==> config.mk <==
export PLATFORM = sky130hd
export DESIGN_NAME = lsu_mem_ctrl
export DESIGN_NICKNAME = d
export VERILOG_FILES = /design/src/rtl/lsu_mem_ctrl.sv
export SDC_FILE = /design/constraint.sdc
export NUM_CORES = 1
export LEC_CHECK = 0
export ABC_AREA = 1
export BUFFER_PORTS_ARGS = -buffer_cell sky130_fd_sc_hd__buf_2
export CAP_MARGIN = 20
export CORE_UTILIZATION = 45
export DETAILED_ROUTE_END_ITERATION = 8
export PLACE_DENSITY = 0.68
export SYNTH_ARGS = -nofsm -noshare
export SYNTH_HDL_FRONTEND = slang
export SYNTH_SLANG_ARGS = --single-unit
==> constraint.sdc <==
create_clock -name clk -period 2.3 [get_ports clk]
set_clock_uncertainty 0.2 [all_clocks]
set_input_delay 0.345 -clock clk [delete_from_list [all_inputs] [get_ports clk]]
set_output_delay 0.345 -clock clk [all_outputs]
set_load 0.005 [all_outputs]
==> src/rtl/lsu_mem_ctrl.sv <==
// Load/store unit: one outstanding word-wide data-memory transaction with lane steering,
// sign/zero extension, misalignment/func3 checking and a response timeout.
module lsu_mem_ctrl #(
  parameter int unsigned TIMEOUT_CYC = 255
) (
  input  logic        clk,
  input  logic        rst_n,
  input  logic        req_valid,
  output logic        req_ready,
  input  logic        req_store,
  input  logic [2:0]  req_func3,
  input  logic [31:0] req_addr,
  input  logic [31:0] req_wdata,
  input  logic [4:0]  req_rd,
  output logic        mem_req,
  output logic        mem_we,
  output logic [3:0]  mem_be,
  output logic [31:0] mem_addr,
  output logic [31:0] mem_wdata,
  input  logic        mem_gnt,
  input  logic        mem_rvalid,
  input  logic [31:0] mem_rdata,
  output logic        done,
  output logic        wb_we,
  output logic [4:0]  wb_rd,
  output logic [31:0] wb_data,
  output logic        err
);

  typedef enum logic [1:0] {IDLE = 2'd0, ISSUE = 2'd1, WAIT_RSP = 2'd2, RESP = 2'd3} state_t;

  localparam logic [15:0] TO_LAST = 16'(TIMEOUT_CYC - 1);

  state_t      r_state, w_state_nxt;
  logic        r_store, r_have_rsp, r_req_ready, r_mem_req, r_mem_we, r_done, r_wb_we, r_err;
  logic [2:0]  r_func3;
  logic [1:0]  r_off;
  logic [4:0]  r_rd, r_wb_rd;
  logic [15:0] r_cnt;
  logic [3:0]  r_mem_be;
  logic [31:0] r_rdata, r_mem_addr, r_mem_wdata, r_wb_data;
  logic        w_timeout, w_req_bad, w_resp_err, w_resp_we, w_accept;
  logic [31:0] w_raw, w_resp_data;

  function automatic logic [3:0] lane_be(input logic [2:0] f3, input logic [1:0] off);
    case (f3[1:0])
      2'b00:   lane_be = 4'b0001 << off;
      2'b01:   lane_be = 4'b0011 << off;
      default: lane_be = 4'b1111;
    endcase
  endfunction

  function automatic logic [31:0] steer_wdata(input logic [2:0] f3, input logic [31:0] wd);
    case (f3[1:0])
      2'b00:   steer_wdata = {4{wd[7:0]}};
      2'b01:   steer_wdata = {2{wd[15:0]}};
      default: steer_wdata = wd;
    endcase
  endfunction

  function automatic logic [31:0] extend_load(input logic [2:0] f3, input logic [1:0] off,
                                              input logic [31:0] rd);
    logic [7:0]  b;
    logic [15:0] h;
    b = rd[{off, 3'b000} +: 8];
    h = rd[{off[1], 4'b0000} +: 16];
    case (f3)
      3'b000:  extend_load = {{24{b[7]}}, b};
      3'b001:  extend_load = {{16{h[15]}}, h};
      3'b100:  extend_load = {24'h000000, b};
      3'b101:  extend_load = {16'h0000, h};
      default: extend_load = rd;
    endcase
  endfunction

  function automatic logic req_illegal(input logic st, input logic [2:0] f3, input logic [1:0] off);
    logic bad_f3, misal;
    bad_f3 = st ? (f3[2] || (f3[1:0] == 2'b11)) : ((f3 == 3'b011) || (f3[2:1] == 2'b11));
    misal  = ((f3[1:0] == 2'b01) && off[0]) || ((f3[1:0] == 2'b10) && (off != 2'b00));
    req_illegal = bad_f3 || misal;
  endfunction

  assign w_req_bad   = req_illegal(req_store, req_func3, req_addr[1:0]);
  assign w_accept    = (r_state == IDLE) && req_valid;
  assign w_raw       = r_have_rsp ? r_rdata : mem_rdata;
  assign w_resp_err  = (r_state == IDLE) ? w_req_bad : w_timeout;
  assign w_resp_we   = (r_state == WAIT_RSP) && !w_timeout;
  assign w_resp_data = w_resp_we ? extend_load(r_func3, r_off, w_raw) : 32'h0000_0000;

  // State register
  always_ff @(posedge clk or negedge rst_n) begin
    if (!rst_n) r_state <= IDLE;
    else        r_state <= w_state_nxt;
  end

  // Next-state logic; a load granted together with its data still passes through
  // WAIT_RSP once so every load completes no earlier than three cycles after accept
  always_comb begin
    w_state_nxt = r_state;
    w_timeout   = 1'b0;
    case (r_state)
      IDLE: begin
        if (req_valid) w_state_nxt = w_req_bad ? RESP : ISSUE;
        else           w_state_nxt = IDLE;
      end
      ISSUE: begin
        if (mem_gnt) w_state_nxt = r_store ? RESP : WAIT_RSP;
        else         w_state_nxt = ISSUE;
      end
      WAIT_RSP: begin
        if (r_have_rsp || mem_rvalid) begin
          w_state_nxt = RESP;
        end else if (r_cnt == TO_LAST) begin
          w_state_nxt = RESP;
          w_timeout   = 1'b1;
        end else begin
          w_state_nxt = WAIT_RSP;
        end
      end
      RESP:    w_state_nxt = IDLE;
      default: w_state_nxt = IDLE;
    endcase
  end

  // Request latch, memory-side outputs, timeout counter and writeback outputs
  always_ff @(posedge clk or negedge rst_n) begin
    if (!rst_n) begin
      r_store     <= 1'b0;
      r_func3     <= 3'b000;
      r_off       <= 2'b00;
      r_rd        <= 5'd0;
      r_have_rsp  <= 1'b0;
      r_rdata     <= 32'h0000_0000;
      r_cnt       <= 16'd0;
      r_req_ready <= 1'b1;
      r_mem_req   <= 1'b0;
      r_mem_we    <= 1'b0;
      r_mem_be    <= 4'b0000;
      r_mem_addr  <= 32'h0000_0000;
      r_mem_wdata <= 32'h0000_0000;
      r_done      <= 1'b0;
      r_wb_we     <= 1'b0;
      r_wb_rd     <= 5'd0;
      r_wb_data   <= 32'h0000_0000;
      r_err       <= 1'b0;
    end else begin
      r_req_ready <= (w_state_nxt == IDLE);
      r_mem_req   <= (w_state_nxt == ISSUE);
      if (w_accept) begin
        r_store <= req_store;
        r_func3 <= req_func3;
        r_off   <= req_addr[1:0];
        r_rd    <= req_rd;
        if (!w_req_bad) begin
          r_mem_we    <= req_store;
          r_mem_be    <= lane_be(req_func3, req_addr[1:0]);
          r_mem_addr  <= {req_addr[31:2], 2'b00};
          r_mem_wdata <= req_store ? steer_wdata(req_func3, req_wdata) : 32'h0000_0000;
        end else begin
          r_mem_we <= 1'b0;
        end
      end else if (w_state_nxt != ISSUE) begin
        r_mem_we <= 1'b0;
      end else begin
        r_mem_we <= r_mem_we;
      end
      r_have_rsp <= (r_state == ISSUE) && mem_gnt && mem_rvalid && !r_store;
      if ((r_state == ISSUE) && mem_gnt && mem_rvalid && !r_store) r_rdata <= mem_rdata;
      else                                                         r_rdata <= r_rdata;
      r_cnt <= ((r_state == WAIT_RSP) && (w_state_nxt == WAIT_RSP)) ? r_cnt + 16'd1 : 16'd0;
      if (w_state_nxt == RESP) begin
        r_done    <= 1'b1;
        r_err     <= w_resp_err;
        r_wb_we   <= w_resp_we;
        r_wb_data <= w_resp_data;
        r_wb_rd   <= (r_state == IDLE) ? req_rd : r_rd;
      end else begin
        r_done    <= 1'b0;
        r_err     <= 1'b0;
        r_wb_we   <= 1'b0;
        r_wb_data <= 32'h0000_0000;
      end
    end
  end

  assign req_ready = r_req_ready;
  assign mem_req   = r_mem_req;
  assign mem_we    = r_mem_we;
  assign mem_be    = r_mem_be;
  assign mem_addr  = r_mem_addr;
  assign mem_wdata = r_mem_wdata;
  assign done      = r_done;
  assign wb_we     = r_wb_we;
  assign wb_rd     = r_wb_rd;
  assign wb_data   = r_wb_data;
  assign err       = r_err;

endmodule

After elaboration in Yosys (flattened, before gate mapping)
Cells that the tools add are included.
{"block": "word_totals", "inputBits": 110, "output_inout_bits": 111, "reg_bits": 171, "word_cells": 90}
{"block": "classes", "eq_ne": 16, "bitwise_logic": 1, "shifts": 4, "muxes": 27, "n_reduce_logical": 22, "n_addsub": 1}
{"cell": "two-way mux 32 bit", "n": 4}
{"cell": "case mux 32 bit (4 select lines)", "n": 1}
{"cell": "case mux 32 bit (2 select lines)", "n": 1}
{"cell": "indexed part select 32 x 6 -> 16 bit", "n": 1}
{"cell": "indexed part select 32 x 6 -> 8 bit", "n": 1}
{"cell": "adder 16 x 1 -> 16 bit (second input constant)", "n": 1}
{"cell": "== test 16 x 8 -> 1 bit (second input constant)", "n": 1}
{"cell": "two-way mux 16 bit", "n": 1}
{"cell": "== test 2 bit (second input constant)", "n": 7}
{"cell": "two-way mux 1 bit", "n": 14}
{"cell": "logical AND 1 bit", "n": 8}
{"cell": "case mux 2 bit (4 select lines)", "n": 1}
{"cell": "case mux 4 bit (2 select lines)", "n": 1}
{"cell": "== test 2 x 1 -> 1 bit (second input constant)", "n": 3}
{"cell": "== test 3 bit (second input constant)", "n": 2}
{"cell": "zero test 2 bit", "n": 3}
{"cell": "two-way mux 2 bit", "n": 3}
{"cell": "logical OR 1 bit", "n": 5}
{"cell": "two-way mux 5 bit", "n": 1}
{"cell": "nonzero test 2 bit", "n": 2}
{"cell": "<< shifter 1 x 2 -> 4 bit (first input constant)", "n": 1}
{"cell": "<< shifter 2 x 2 -> 4 bit (first input constant)", "n": 1}
{"cell": "== test 3 x 1 -> 1 bit (second input constant)", "n": 1}
{"cell": "== test 3 x 2 -> 1 bit (second input constant)", "n": 1}
{"cell": "other kinds (5)", "n": 6}

Longest topological paths before layout
{"block": "logic_depth", "word_depth": 10, "mapped_depth": 11, "depth_no_buf": 11}

Worst setup path after synthesis
Ideal clock, no wire load.
{"block": "synth_timing", "path_kind": "register to register", "startpoint": "register r_have_rsp", "endpoint": "register r_wb_data[1] (netlist: wb_data[1])", "path_stages_with_launch": 10, "required_ps": 1964, "setup_ps": 136, "synth_period_minus_slack_ps": 1614, "path_slack_ps": 686, "t_arrival_ps": 1277, "path_cell_list": "dfrtp_1 -> buf_6 -> buf_6 -> or2_2 -> o21ai_0 -> nand2_1 -> nand3_1 -> nand2_1 -> nand2_1 -> a21oi_1"}
{"block": "synth_between", "elab_chain_cells": 7}
{"item": "start, declared", "line": "35", "text": "logic r_store, r_have_rsp, r_req_ready, r_mem_req, r_mem_we, r_done, r_wb_we, r_err;"}
{"item": "start signal, assigned", "line": "167", "text": "r_have_rsp <= (r_state == ISSUE) && mem_gnt && mem_rvalid && !r_store;"}
{"item": "parallel branches: the longest is 6 deep, another holds two-way mux 32 bit"}
{"item": "two-way mux 32 bit (*)", "line": "171", "text": "if (w_state_nxt == RESP) begin"}
{"item": "end signal, assigned", "line": "175", "text": "r_wb_data <= w_resp_data;"}
{"item": "end, declared", "line": "41", "text": "logic [31:0] r_rdata, r_mem_addr, r_mem_wdata, r_wb_data;"}
Mark *: on every way between the ends.
A chain may end at the register's enable or synchronous reset.

Worst setup path after layout
{"block": "layout_timing", "startpoint": "register r_have_rsp", "endpoint": "register r_wb_data[26] (netlist: wb_data[26])"}
Same word-level chain as after synthesis.

==> results.json <==
{
  "setup_tns_ns": 0,
  "cts_root_buf": "clkbuf_16",
  "post_cts_resized": 0,
  "peakVddDrop_v": 0.000757,
  "die_area_um2": 18800,
  "slew_headroom_pct": 61.9,
  "initial_core_util_pct": 46.8,
  "drc": 0,
  "worst_pin_slew_ns": 0.566,
  "core_um2": 17500,
  "fmaxAchievable_mhz": 520,
  "cts-buffers-inserted": 17,
  "drive_gt1_share_pct": 25.2,
  "rsz0062_at_grt": "false",
  "worstPathArrival_ns": 2.10,
  "cts.clk_slew.worst_paths_ns": 0.07,
  "cp-start-kind": "flop",
  "cts_hold_buf": 78,
  "p_leak_uw": 0.00584,
  "track_usage_pct": 25.6,
  "crit_path_max_incr_delay_ns": 0.40,
  "grt_max_degree": 53,
  "gp_congestion": 0.819,
  "portBuffers": 218,
  "ant_nets": 0,
  "path_delay_family": "simple AND/OR/NAND/NOR gates",
  "crit_fanout": 23,
  "grt_pass1_vias": 7496,
  "drv_slew": 0,
  "worstPathCellList": "inv_2 -> nand2_1 -> nand3_1 -> nand3_1 -> nand2_1 -> nand2_4 -> nand3_4 -> nand2_1 -> inv_1",
  "synthCells": 992,
  "dieWidth_um": 137,
  "final_common_cell": "nand2_1",
  "clock_latency_ns": 0.43,
  "cts_tree": "yes",
  "netlist_area_um2": 8200,
  "drtPass1Iterations": 5,
  "avgSynthCellArea_um2": 8.27,
  "ys_seq_area_share_pct": 52.2,
  "nets": 1393,
  "cts_post_setup_buffers_inserted": 0,
  "synth_cell_types": 44,
  "ys_ff_latch": 171,
  "route.detailed.wl_per_inst_um": 14.9,
  "hp-class": "input pin to flop",
  "finalWirelength_mm": 22.6,
  "crit_top_cell": "nand2_1",
  "grt_pass1_wl_mm": 36.7,
  "final_core_util_pct": 62.3,
  "hpwl_mm": 15.2,
  "finalSetupViolations": 0,
  "async_reset_ff_share_pct": 100,
  "fp.dieH_um": 137,
  "max_cap_violations": 0,
  "fin_crit_sh_pct": 83.7,
  "synth_edf_count": 0,
  "yosysWarnings": 0,
  "drt-initial-drc-count": 497,
  "holdWs_ns": 0.0167,
  "ios": 221,
  "hold_viol": 0,
  "clock_path_buffers": 2,
  "final_cell_mix": "nand2_1, buf_2, dfrtp_1",
  "syn2layout_area_growth_pct": 33.3,
  "path_buf_inv": 2,
  "antenna_found_initial": 2,
  "clock-sinks": 171,
  "endpoint_kind": "flop",
  "critPathKind": "flop to flop",
  "cp_data_required_time_ns": 2.47,
  "fp-row-count": 48,
  "fin_crit_ns": 1.92,
  "avgViaCountPerCell": 5.01,
  "status": "complete, no violations",
  "overflow": 0,
  "htreeDepth": 4,
  "p_per_area_nw_per_um2": 1100,
  "vias": 7619,
  "ys.flop_type": "dfrtp_1",
  "slowest_stage": "dfrtp_1"
}
## cells by family after synthesis
family	Yosys count	synth area share (%)
other	1	0.0457
AO/OA/AOI/OAI	153	10.2
adder cells (fa/ha/maj)	2	0.305
buffers and inverters	139	7.95
multiplexers	23	3.16
AND/OR/NAND/NOR	497	25.5
XOR/XNOR	6	0.641
flip-flops	171	52.2
## synthesized netlist by cell type, types with 2 or more instances
cell type / count / area (um^2)
nand2_4: 2 / 22.5
dfrtp_1: 170 / 4250
nand3_1: 51 / 255
clkbuf_1: 17 / 63.8
o211ai_1: 12 / 90.1
buf_6: 11 / 124
o21ai_0: 54 / 270
inv_2: 5 / 18.8
nor2_4: 2 / 22.5
mux2_2: 22 / 248
nand2_1: 353 / 1330
o221ai_1: 7 / 61.3
nand3b_1: 2 / 15.0
buf_2: 14 / 70.1
clkbuf_2: 2 / 10.0
a21oi_1: 41 / 205
inv_1: 81 / 304
ha_1: 2 / 25.0
nand2_2: 7 / 43.8
buf_4: 6 / 45.0
a31oi_1: 4 / 25.0
nor2_1: 48 / 180
or2_2: 7 / 43.8
and2_1: 7 / 43.8
nor3_1: 5 / 25.0
nor2_2: 3 / 18.8
nand4_1: 6 / 37.5
xor2_1: 5 / 43.8
o21ai_1: 31 / 155
## where the power goes
group / internal [uW] / switching [uW] / leakage, uW / total [uW]
registers: 4130 / 617 / 0.00221 / 4750
clock network: 1860 / 1220 / 0.000303 / 3090
logic: 1760 / 2460 / 0.00333 / 4220
total: 7760 / 4300 / 0.00584 / 12100
## per-stage QoR
stage / instances / setup WS, ns / cell area (um^2) / total power (uW)
after global placement: 1409 / 0.406 / 9510 / 8780
after floorplan: 993 / 0.686 / 8200 / 7260
after global routing: 1520 / 0.173 / 10900 / 12900
after CTS: 1519 / 0.370 / 10900 / 12100
after detailed placement: 1409 / 0.375 / 9510 / 8870
final: 1520 / 0.375 / 10900 / 12100
## worst reg2reg max path, delay by kind of cell (launching register included)
| kind | cells | cell delay (ns) |
|---|---|---|
| buf+inv | 2 | 0.38 |
| flops | 1 | 0.40 |
| simple gates | 7 | 0.88 |
## state kept, by name (all words and copies together), names as in the netlist, 3 cells and up
register,flops
mem_be,4
r_cnt,16
wb_data,32
mem_wdata,32
r_rd,5
mem_addr,30
r_rdata,32
r_func3,3
wb_rd,5
## final timing paths
kind                                    start            end  slack, ns  depth (start not counted)
worst max-delay path               r_have_rsp    wb_data[26]       0.38                          9
worst min-delay path            req_wdata[21]  mem_wdata[21]       0.02                          3
worst max register to register     r_have_rsp    wb_data[26]       0.38                          9
worst min register to register   mem_addr[26]   mem_addr[26]       0.26                          2
max in group asynchronous               rst_n      req_ready       1.06                          3
min in group asynchronous               rst_n   mem_wdata[2]       0.16                          2
## cell type report
cell class,count,area (um^2)
fill,1503,6610
clock buffer,24,502
timing repair buffer,320,2120
clock inverter,8,131
tap,225,282
inverter,88,335
multi-input combinational,683,3280
sequential,171,4280
antenna,1,2.50
## layer usage
| layer | vias to the layer above | share of wire [%] | global-route usage (%) |
|---|---|---|---|
| met1 | 3557 | 42 | 32.8 |
| met5 | - | 0.049 | 0 |
| met2 | 279 | 48 | 41.7 |
| met4 | 2 | 1.6 | 9.16 |
| met3 | 33 | 7.4 | 6.63 |
| li1 | 3748 | - | - |
Power figures use the tool's default switching activity.
